[src/rtl/mux_n_stream_pkg.sv]
// Shared types and helpers for the mux_n_stream channel multiplexer.
package mux_n_stream_pkg;

  typedef enum logic [0:0] {StIdle, StLock} state_e;

  localparam int unsigned BeatCntW = 16;

  // LSB position of channel ch inside the flattened per-channel data bus.
  function automatic int unsigned chan_lsb(input int unsigned ch, input int unsigned width);
    return ch * width;
  endfunction

endpackage

[src/rtl/mux_n_stream_oreg.sv]
// Single-entry output register with valid/ready hold; data is frozen while stalled.
module mux_n_stream_oreg #(
  parameter int unsigned Width = 8
) (
  input  logic             clk_i,
  input  logic             rst_ni,
  input  logic             in_valid_i,
  output logic             in_ready_o,
  input  logic [Width-1:0] in_data_i,
  output logic             out_valid_o,
  input  logic             out_ready_i,
  output logic [Width-1:0] out_data_o
);

  logic             valid_q, valid_d;
  logic [Width-1:0] data_q, data_d;
  logic             load;

  assign in_ready_o = !valid_q || out_ready_i;
  assign load       = in_valid_i && in_ready_o;

  always_comb begin
    valid_d = valid_q;
    data_d  = data_q;
    if (load) begin
      valid_d = 1'b1;
      data_d  = in_data_i;
    end else if (out_ready_i) begin
      valid_d = 1'b0;
    end
  end

  always_ff @(posedge clk_i or negedge rst_ni) begin
    if (!rst_ni) begin
      valid_q <= 1'b0;
      data_q  <= '0;
    end else begin
      valid_q <= valid_d;
      data_q  <= data_d;
    end
  end

  assign out_valid_o = valid_q;
  assign out_data_o  = data_q;

endmodule

[src/rtl/mux_n_stream.sv]
// NCH-channel stream mux that locks one channel for a whole packet.
// Optional beat counter enabled by MUX_N_STREAM_BEAT_CNT_EN.
module mux_n_stream
  import mux_n_stream_pkg::*;
#(
  parameter int unsigned WIDTH = 8,
  parameter int unsigned NCH   = 4,
  localparam int unsigned SELW = $clog2(NCH)
) (
  input  logic                  clk,
  input  logic                  rst_n,
  input  logic [SELW-1:0]       sel,
  input  logic                  sel_load,
  input  logic [NCH*WIDTH-1:0]  in_data,
  input  logic [NCH-1:0]        in_valid,
  input  logic [NCH-1:0]        in_last,
  output logic [NCH-1:0]        in_ready,
  output logic [WIDTH-1:0]      out_data,
  output logic                  out_valid,
  output logic                  out_last,
  input  logic                  out_ready,
  output logic                  busy,
  output logic [SELW-1:0]       cur_sel,
  output logic                  sel_err,
  output logic [BeatCntW-1:0]   beat_cnt
);

  state_e          state_q, state_d;
  logic [SELW-1:0] cur_sel_q, cur_sel_d;
  logic            sel_err_q, sel_err_d;
  logic [31:0]     sel_ext;
  logic            locked;
  logic            oreg_ready;
  logic            accept;
  logic [WIDTH:0]  oreg_out;

  assign sel_ext = 32'(sel);
  assign locked  = (state_q == StLock);
  assign accept  = locked && in_valid[cur_sel_q] && oreg_ready;

  always_comb begin
    in_ready = '0;
    for (int c = 0; c < int'(NCH); c++) begin
      in_ready[c] = locked && (SELW'(c) == cur_sel_q) && oreg_ready;
    end
  end

  always_comb begin
    state_d   = state_q;
    cur_sel_d = cur_sel_q;
    sel_err_d = 1'b0;
    unique case (state_q)
      StIdle: begin
        if (sel_load) begin
          if (sel_ext < NCH) begin
            cur_sel_d = sel;
            state_d   = StLock;
          end else begin
            sel_err_d = 1'b1;
          end
        end
      end
      StLock: begin
        // Any select request while locked is rejected, even on the last beat.
        sel_err_d = sel_load;
        if (accept && in_last[cur_sel_q]) begin
          state_d = StIdle;
        end
      end
      default: state_d = StIdle;
    endcase
  end

  always_ff @(posedge clk or negedge rst_n) begin
    if (!rst_n) begin
      state_q   <= StIdle;
      cur_sel_q <= '0;
      sel_err_q <= 1'b0;
    end else begin
      state_q   <= state_d;
      cur_sel_q <= cur_sel_d;
      sel_err_q <= sel_err_d;
    end
  end

  // Last flag travels alongside the data in the top bit of the output register.
  mux_n_stream_oreg #(
    .Width (WIDTH + 1)
  ) u_oreg (
    .clk_i       (clk),
    .rst_ni      (rst_n),
    .in_valid_i  (locked && in_valid[cur_sel_q]),
    .in_ready_o  (oreg_ready),
    .in_data_i   ({in_last[cur_sel_q], in_data[chan_lsb(32'(cur_sel_q), WIDTH) +: WIDTH]}),
    .out_valid_o (out_valid),
    .out_ready_i (out_ready),
    .out_data_o  (oreg_out)
  );

  assign out_data = oreg_out[WIDTH-1:0];
  assign out_last = oreg_out[WIDTH];
  assign busy     = locked;
  assign cur_sel  = cur_sel_q;
  assign sel_err  = sel_err_q;

`ifdef MUX_N_STREAM_BEAT_CNT_EN
  logic [BeatCntW-1:0] beat_cnt_q, beat_cnt_d;

  always_comb begin
    beat_cnt_d = beat_cnt_q;
    if (state_q == StIdle && state_d == StLock) begin
      beat_cnt_d = '0;
    end else if (accept && beat_cnt_q != '1) begin
      beat_cnt_d = beat_cnt_q + 1'b1;
    end
  end

  always_ff @(posedge clk or negedge rst_n) begin
    if (!rst_n) begin
      beat_cnt_q <= '0;
    end else begin
      beat_cnt_q <= beat_cnt_d;
    end
  end

  assign beat_cnt = beat_cnt_q;
`else
  assign beat_cnt = '0;
`endif

endmodule

[config.mk]
export PLATFORM = sky130hd
export DESIGN_NAME = mux_n_stream
export DESIGN_NICKNAME = d
export VERILOG_FILES = /design/src/rtl/mux_n_stream_pkg.sv /design/src/rtl/mux_n_stream_oreg.sv /design/src/rtl/mux_n_stream.sv
export SDC_FILE = /design/constraint.sdc
export NUM_CORES = 1
export LEC_CHECK = 0
export ABC_AREA = 0
export CORE_ASPECT_RATIO = 1.75
export CORE_MARGIN = 4
export CORE_UTILIZATION = 35
export DETAILED_ROUTE_END_ITERATION = 10
export GPL_TIMING_DRIVEN = 0
export PLACE_DENSITY = 0.83
export SETUP_SLACK_MARGIN = 0.15
export SLEW_MARGIN = 20
export SYNTH_ARGS = -nofsm -noshare
export SYNTH_HDL_FRONTEND = slang
export SYNTH_SLANG_ARGS = --single-unit
[constraint.sdc]
create_clock -name clk -period 4.6 [get_ports clk]
set_clock_uncertainty 0.05 [all_clocks]
set_input_delay 1.38 -clock clk [delete_from_list [all_inputs] [get_ports clk]]
set_output_delay 1.38 -clock clk [all_outputs]
set_load 0.01 [all_outputs]
==> results of run 1 <==
[critical path: stages]
cell	delay (ns)
clkdlybuf4s50_1	0.44
nand2b_2	0.16
nand2_1	0.13
nor3_1	0.18
clkdlybuf4s50_1	0.57
[cells in the final DEF, fill, tap and decap left out]
cell type         n
clkbuf_1          1
buf_6             1
nor2b_1           1
and2_1            1
nand3_4           1
a41oi_1           1
mux2_2           11
nand2_1           4
dfrtp_1          14
mux4_1            8
mux4_2            2
nor2_1            2
buf_4            16
nor3b_1           2
dlymetal6s2s_1    1
dlygate4sd2_1     1
clkdlybuf4s50_1  61
nor3_1            1
clkbuf_8          4
conb_1           16
nand2b_2          1
[kinds of logic (layout without fill, tap and decap cells)]
| group | count (synthesis) | in the layout |
|---|---|---|
| and+or+nand+nor | 13 | 13 |
| buffers and inverters | 19 | 85 |
| muxes | 21 | 21 |
| other | 1 | 16 |
| AOI/OAI and AO/OA | 1 | 1 |
| DFF | 14 | 14 |
[final cells by class]
type                            instances  area (sq um)
Fill cell                             207           955
Tap cell                               27          33.8
Multi-Input combinational cell         51           529
Timing Repair Buffer                   63           632
Buffer                                 19           149
Sequential cell                        14           350
Clock buffer                            3          41.3
[per-stage QoR]
stage          power [mW]  worst slack [ns]  cell area [sq um]  util, %
2_1_floorplan       0.535              1.14               1030        -
3_3_place_gp        0.759             0.189               1690     62.8
3_5_place_dp        0.779             0.139               1690     62.8
4_1_cts             0.880             0.158               1730     64.3
5_1_grt             0.930             0.202               1740     64.5
6_report            0.867             0.304               1740     64.5
[worst max-delay path by stage]
stage,from,to,slack [ns],cells past startpoint
6_report,out_ready,in_ready[0],0.30,5
4_1_cts,out_ready,in_ready[1],0.16,5
3_3_place_gp,out_ready,in_ready[2],0.19,5
2_1_floorplan,out_ready,in_ready[2],1.14,3
3_5_place_dp,out_ready,in_ready[2],0.14,5
5_1_grt,out_ready,in_ready[0],0.20,5
[sequential cells by signal, indices dropped and copies added, names as in the netlist]
| register | count |
|---|---|
| busy | 1 |
| cur_sel | 2 |
| sel_err | 1 |
| u_oreg.out_data_o | 9 |
| u_oreg.out_valid_o | 1 |
[where the power goes]
part | leakage [nW] | switching (mW) | internal (mW)
logic | 0.593 | 0.202 | 0.337
clock network | 0.0216 | 0.0397 | 0.0578
registers | 0.163 | 0.0446 | 0.185
total | 0.777 | 0.286 | 0.581
[routing by layer]
layer | wire length [um] | GRT usage, %
met5 | 0 | 0
met1 | 840 | 16.5
met2 | 1520 | 27.2
met4 | 76 | 10.2
met3 | 235 | 3.25
[timing repair]
action / 4_1_cts / 5_1_grt
gates resized for setup: 1 / 2
setup buffers: 0 / 0
hold buffers: 0 / 0
endpoints found under the setup margin: 1 / 2
==> metrics.md, run 1 <==
| Metric | Value |
|---|---|
| PortBufs | `63` |
| Row cnt | `25` |
| Worst r2r src | `cur_sel[0]$_DFFE_PN0P_` |
| Drt drc | `0` |
| Worst Hold End | `u_oreg.out_data_o[8]$_DFFE_PN0P_` |
| CTS Buf Count | `3` |
| Core area | `around 0.0027 sq mm` |
| Insertion delay to the later sink of the worst-skew pair | `0.24 ns` |
| Yosys top cell by area | `dfrtp_1` |
| RSZ-0062 raised after global routing | `no` |
| VDD IR max | `0.342 mV` |
| CP startpoint kind | `input port` |
| Leakage power | `0.777 nW` |
| TritonRoute pass-1 iters | `2` |
| Vias/cell | `about 4.8` |
| Hold Path Stages | `1` |
| Area share of and/or/nand/nor cells after synthesis | `around 8%` |
| Via count | `846` |
| Arrival time at the worst endpoint | `~2.9 ns` |
| FF-to-FF End | `u_oreg.out_data_o[0]$_DFFE_PN0P_` |
| Count leader, synth | `buf_4` |
| Clock transition at path regs | `0.05 ns` |
| Clock sink total | `14` |
| TritonCTS clock tree | `yes` |
| Seq/Total Area, Yosys | `36.1%` |
| Initial DRC Count | `9` |
| Area share of fa/ha/maj cells after synthesis | `0%` |
| Chip height | `slightly below 80 um` |
| #FFs+latches synth | `14` |
| Hold wc startpoint | `u_oreg.out_data_o[8]$_DFFE_PN0P_` |
| Post-Synthesis Cell Area | `~970 sq um` |
| Full die area | `about 0.0037 sq mm` |
| Worst-Margin Slew | `0.648 ns` |
| Final #Nets | `198` |
| Worst-path fanout max | `4` |
| Mux cell area share after synthesis | `between 30 and 40%` |
| RePlAce Congestion | `around 0.70` |
| Number of flops mapped to enable cells by yosys | `0` |
| Synth top cells by count | `buf_4, dfrtp_1, mux2_2` |
| Post-synth top area share | `36.1%` |
| Compound-Gate Fraction of Synth Area | `0.903%` |
| Final critical-path share of the clock period | `93.4%` |
| Slew Limit Fails | `0` |
| Yosys cell types | `18` |
| First-pass GRT wire length | `4220 um` |
| Power Density | `~500 mW/mm^2` |
| Crit Path Category | `in2out` |
| Ys async rst share | `100%` |
| Max-cap violations | `0` |
| Main flop type after synthesis | `dfrtp_1` |
| Antenna violations before repair | `0` |
| Mapped Avg Cell Area | `14.1 sq um` |
| Placed cell count | `about 170` |
| Fin crit period | `4.30 ns` |
| Congestion Overflow GR | `0` |
| Outcome | `finished, final reports clean` |
| Rel. slew slack | `56.6%` |
| Gate Count Post-Synth | `69` |
| Die width | `47.8 um` |
| Worst min path class | `reg2reg` |
| Final non-filler cell total | `177` |
| Ant. Diodes | `0` |
| R2R setup slack | `2.84 ns` |
| Starting Density | `between 30% and 40%` |
| Final antenna-violating net count | `0` |
| Gr usage total | `16.1%` |
| Fmax achieved | `233 MHz` |
| H-tree Lvls | `1` |
| Max Root-Sink Buffers | `2` |
| Final Hold Fails | `0` |
| HPWL Detailed | `2340 um` |
| Largest net degree at the start of global routing | `15` |
| Final setup viols | `0` |
| Root Buffer | `clkbuf_8` |
| Top cells by area, synth | `dfrtp_1, mux4_1, mux2_2, buf_4, mux4_2` |
| # IOs | `80` |
| Hold_ws | `~0.45 ns` |
| Routed len/inst | `15.1 um` |
| Vias in the first global route | `~950` |
| FF-to-FF path depth | `4` |
| Synth-to-layout area growth | `79.0%` |
| Ys Warns | `0` |
| CP required | `3.17 ns` |
| Largest family of logic cells by synthesized area | `multiplexers` |
| Layout cells sized above 1 | `a little under a quarter` |
| Post-synthesis xor/xnor area fraction | `0%` |
| Crit path capture type | `primary output` |
| Routed WL | `between 2000 and 3000 um` |
| TNS Setup | `0 ns` |
Power figures use the tool's default switching activity.
==> run 2, diff against run 1 <==
Settings changed: GPL_TIMING_DRIVEN 0 to not set.
==> metrics.md, run 2 (synthesized netlist as in run 1, its figures left out) <==
| Metric | Value |
|---|---|
| Crit Path Category | `in2out (unchanged)` |
| Full die area | `0.00371 sq mm (unchanged)` |
| Final antenna-violating net count | `0 (unchanged)` |
| Post-CTS resize count | `0 (was 1)` |
| Slowest CP cell | `clkdlybuf4s50_1 (unchanged)` |
| Final worst slack | `0.301 ns (was 0.304 ns)` |
| PortBufs | `63 (unchanged)` |
| Worst-Margin Slew | `0.660 ns (was 0.648 ns)` |
| Starting Density | `36.0% (unchanged)` |
| Chip height | `77.6 um (unchanged)` |
| Power Density | `533 mW/mm^2 (was 499 mW/mm^2)` |
| Routed WL | `2520 um (was 2670 um)` |
| Leakage power | `0.667 nW (was 0.777 nW)` |
| First-pass GRT wire length | `3930 um (was 4220 um)` |
| CP most frequent cell | `clkdlybuf4s50_1 (unchanged)` |
| Arrival time at the worst endpoint | `2.87 ns (about the same)` |
| Initial DRC Count | `10 (was 9)` |
| Final #Nets | `180 (was 198)` |
| Fill cells | `227 (was 207)` |
| Gr usage total | `15.0% (was 16.1%)` |
| Die width | `47.8 um (unchanged)` |
| Final Hold Fails | `0 (unchanged)` |
| Insertion delay to the later sink of the worst-skew pair | `0.24 ns (about the same)` |
| TritonCTS clock tree | `yes (unchanged)` |
| Worst path top cell family by delay | `buffers and inverters (unchanged)` |
| Core area | `0.00269 sq mm (unchanged)` |
| Congestion Overflow GR | `0 (unchanged)` |
| CP required | `3.17 ns (about the same)` |
| Pre-CTS WS | `0.288 ns (was 0.139 ns)` |
| Worst r2r src | `cur_sel[0]$_DFFE_PN0P_ (unchanged)` |
| Crit path capture type | `primary output (unchanged)` |
| Largest net degree at the start of global routing | `17 (was 15)` |
| Register area | `350 sq um (unchanged)` |
| Vias in the first global route | `884 (was 951)` |
| Number of cells on the critical path | `5 (unchanged)` |
| Slowest cell delay on critical path | `0.57 ns (about the same)` |
| Root Buffer | `clkbuf_8 (unchanged)` |
| CTS Buf Count | `3 (unchanged)` |
| # IOs | `80 (unchanged)` |
| Row cnt | `25 (unchanged)` |
| Hold Path Stages | `1 (unchanged)` |
| Worst-path fanout max | `4 (unchanged)` |
| Via count | `799 (was 846)` |
| Fin crit period | `4.30 ns (about the same)` |
| Slew Limit Fails | `0 (unchanged)` |
| Vias/cell | `4.99 (was 4.78)` |
| Layout cells sized above 1 | `14.3% (was 24.0%)` |
| Antenna violations before repair | `0 (unchanged)` |
| Ant. Diodes | `0 (unchanged)` |
| Final setup viols | `0 (unchanged)` |
| CP startpoint kind | `input port (unchanged)` |
| Max reg flops | `9 (unchanged)` |
| Outcome | `finished, final reports clean (unchanged)` |
| Rel. slew slack | `56.0% (was 56.6%)` |
| HPWL Detailed | `2150 um (was 2340 um)` |
| Worst Hold End | `u_oreg.out_data_o[3]$_DFFE_PN0P_ (was u_oreg.out_data_o[8]$_DFFE_PN0P_)` |
| Clock sink total | `14 (unchanged)` |
| Clock transition at path regs | `0.06 ns (was 0.05 ns)` |
| Commonest cells after routing, fill and taps aside | `clkdlybuf4s50_1, conb_1, dfrtp_1, mux2_2, mux4_1 (was clkdlybuf4s50_1, buf_4, conb_1, dfrtp_1, mux2_2)` |
| Worst min path class | `reg2reg (unchanged)` |
| Multi-input combinational cell area | `527 sq um (was 529 sq um)` |
| Buf+Inv Stages, Crit Path | `2 (unchanged)` |
| Final Util | `59.6% (was 64.5%)` |
| FF-to-FF path depth | `3 (was 4)` |
| RSZ-0062 raised after global routing | `no (unchanged)` |
| VDD IR max | `0.339 mV (was 0.342 mV)` |
| # hold bufs at CTS | `0 (unchanged)` |
| FF-to-FF End | `u_oreg.out_data_o[6]$_DFFE_PN0P_ (was u_oreg.out_data_o[0]$_DFFE_PN0P_)` |
| Drt drc | `0 (unchanged)` |
| RePlAce Congestion | `0.667 (was 0.700)` |
| Worst setup startpoint | `out_ready (unchanged)` |
| Hold wc startpoint | `u_oreg.out_data_o[3]$_DFFE_PN0P_ (was u_oreg.out_data_o[8]$_DFFE_PN0P_)` |
| Critical-path cell list | `clkdlybuf4s50_1 -> nand2b_1 -> nand2_1 -> nor3b_1 -> clkdlybuf4s50_1 (was clkdlybuf4s50_1 -> nand2b_2 -> nand2_1 -> nor3_1 -> clkdlybuf4s50_1)` |
| Max-cap violations | `0 (unchanged)` |
| H-tree Lvls | `1 (unchanged)` |
| Routed len/inst | `15.7 um (was 15.1 um)` |
| R2R setup slack | `2.47 ns (was 2.84 ns)` |
| TNS Setup | `0 ns (unchanged)` |
| Synth-to-layout area growth | `65.4% (was 79.0%)` |
| Final critical-path share of the clock period | `93.5% (was 93.4%)` |
| Max Root-Sink Buffers | `2 (unchanged)` |
| Number of post-CTS setup repair buffers | `0 (unchanged)` |
| Fmax achieved | `233 MHz (about the same)` |
| TritonRoute pass-1 iters | `4 (was 2)` |
| Most common cell after layout, fill and taps aside | `clkdlybuf4s50_1 (unchanged)` |
## run 2: worst max path at each step
stage,endpoint,slack (ns)
CTS,in_ready[2],0.28
detailed placement,in_ready[2],0.29
global route,in_ready[1],0.17
finish,in_ready[2],0.30
global placement,in_ready[2],0.32
floorplan,in_ready[2],1.14
## run 2: worst register-to-register path, cell delays in order, from the launching register on
cell and delay (ns):
dfrtp_1 0.76, mux4_2 0.66, nand3_4 0.19, mux2_2 0.36
## run 2: per-stage QoR
step                      cells  hold WS (ns)  power, mW  cell area (sq um)
after floorplan              84         0.500      0.535               1030
after global placement      156         0.440      0.726               1550
after detailed placement    156         0.445      0.742               1550
after CTS                   160         0.458      0.864               1600
after global routing        160         0.474      0.910               1600
final                       160         0.455      0.855               1600
## run 2: cell type report
type                    instances  share of cell area, %
repair buffers                 64                   39.8
multi-input cells              51                   32.8
flip-flops and latches         14                   21.8
clock buffers                   4                   3.43
well taps                      27                   2.11
## run 2: per-layer routing
metal	track usage, %	vias to the layer above	part of all wire [%]
met5	0	-	0
met4	8.89	0	3.5
met3	2.78	6	9.1
met2	25.7	53	57
met1	15.4	383	30
li1	-	357	-
## run 2: report_power, final
part	switching (mW)	internal, mW
sequential	0.0806	0.184
combinational	0.156	0.314
clock	0.0440	0.0758
total	0.281	0.574
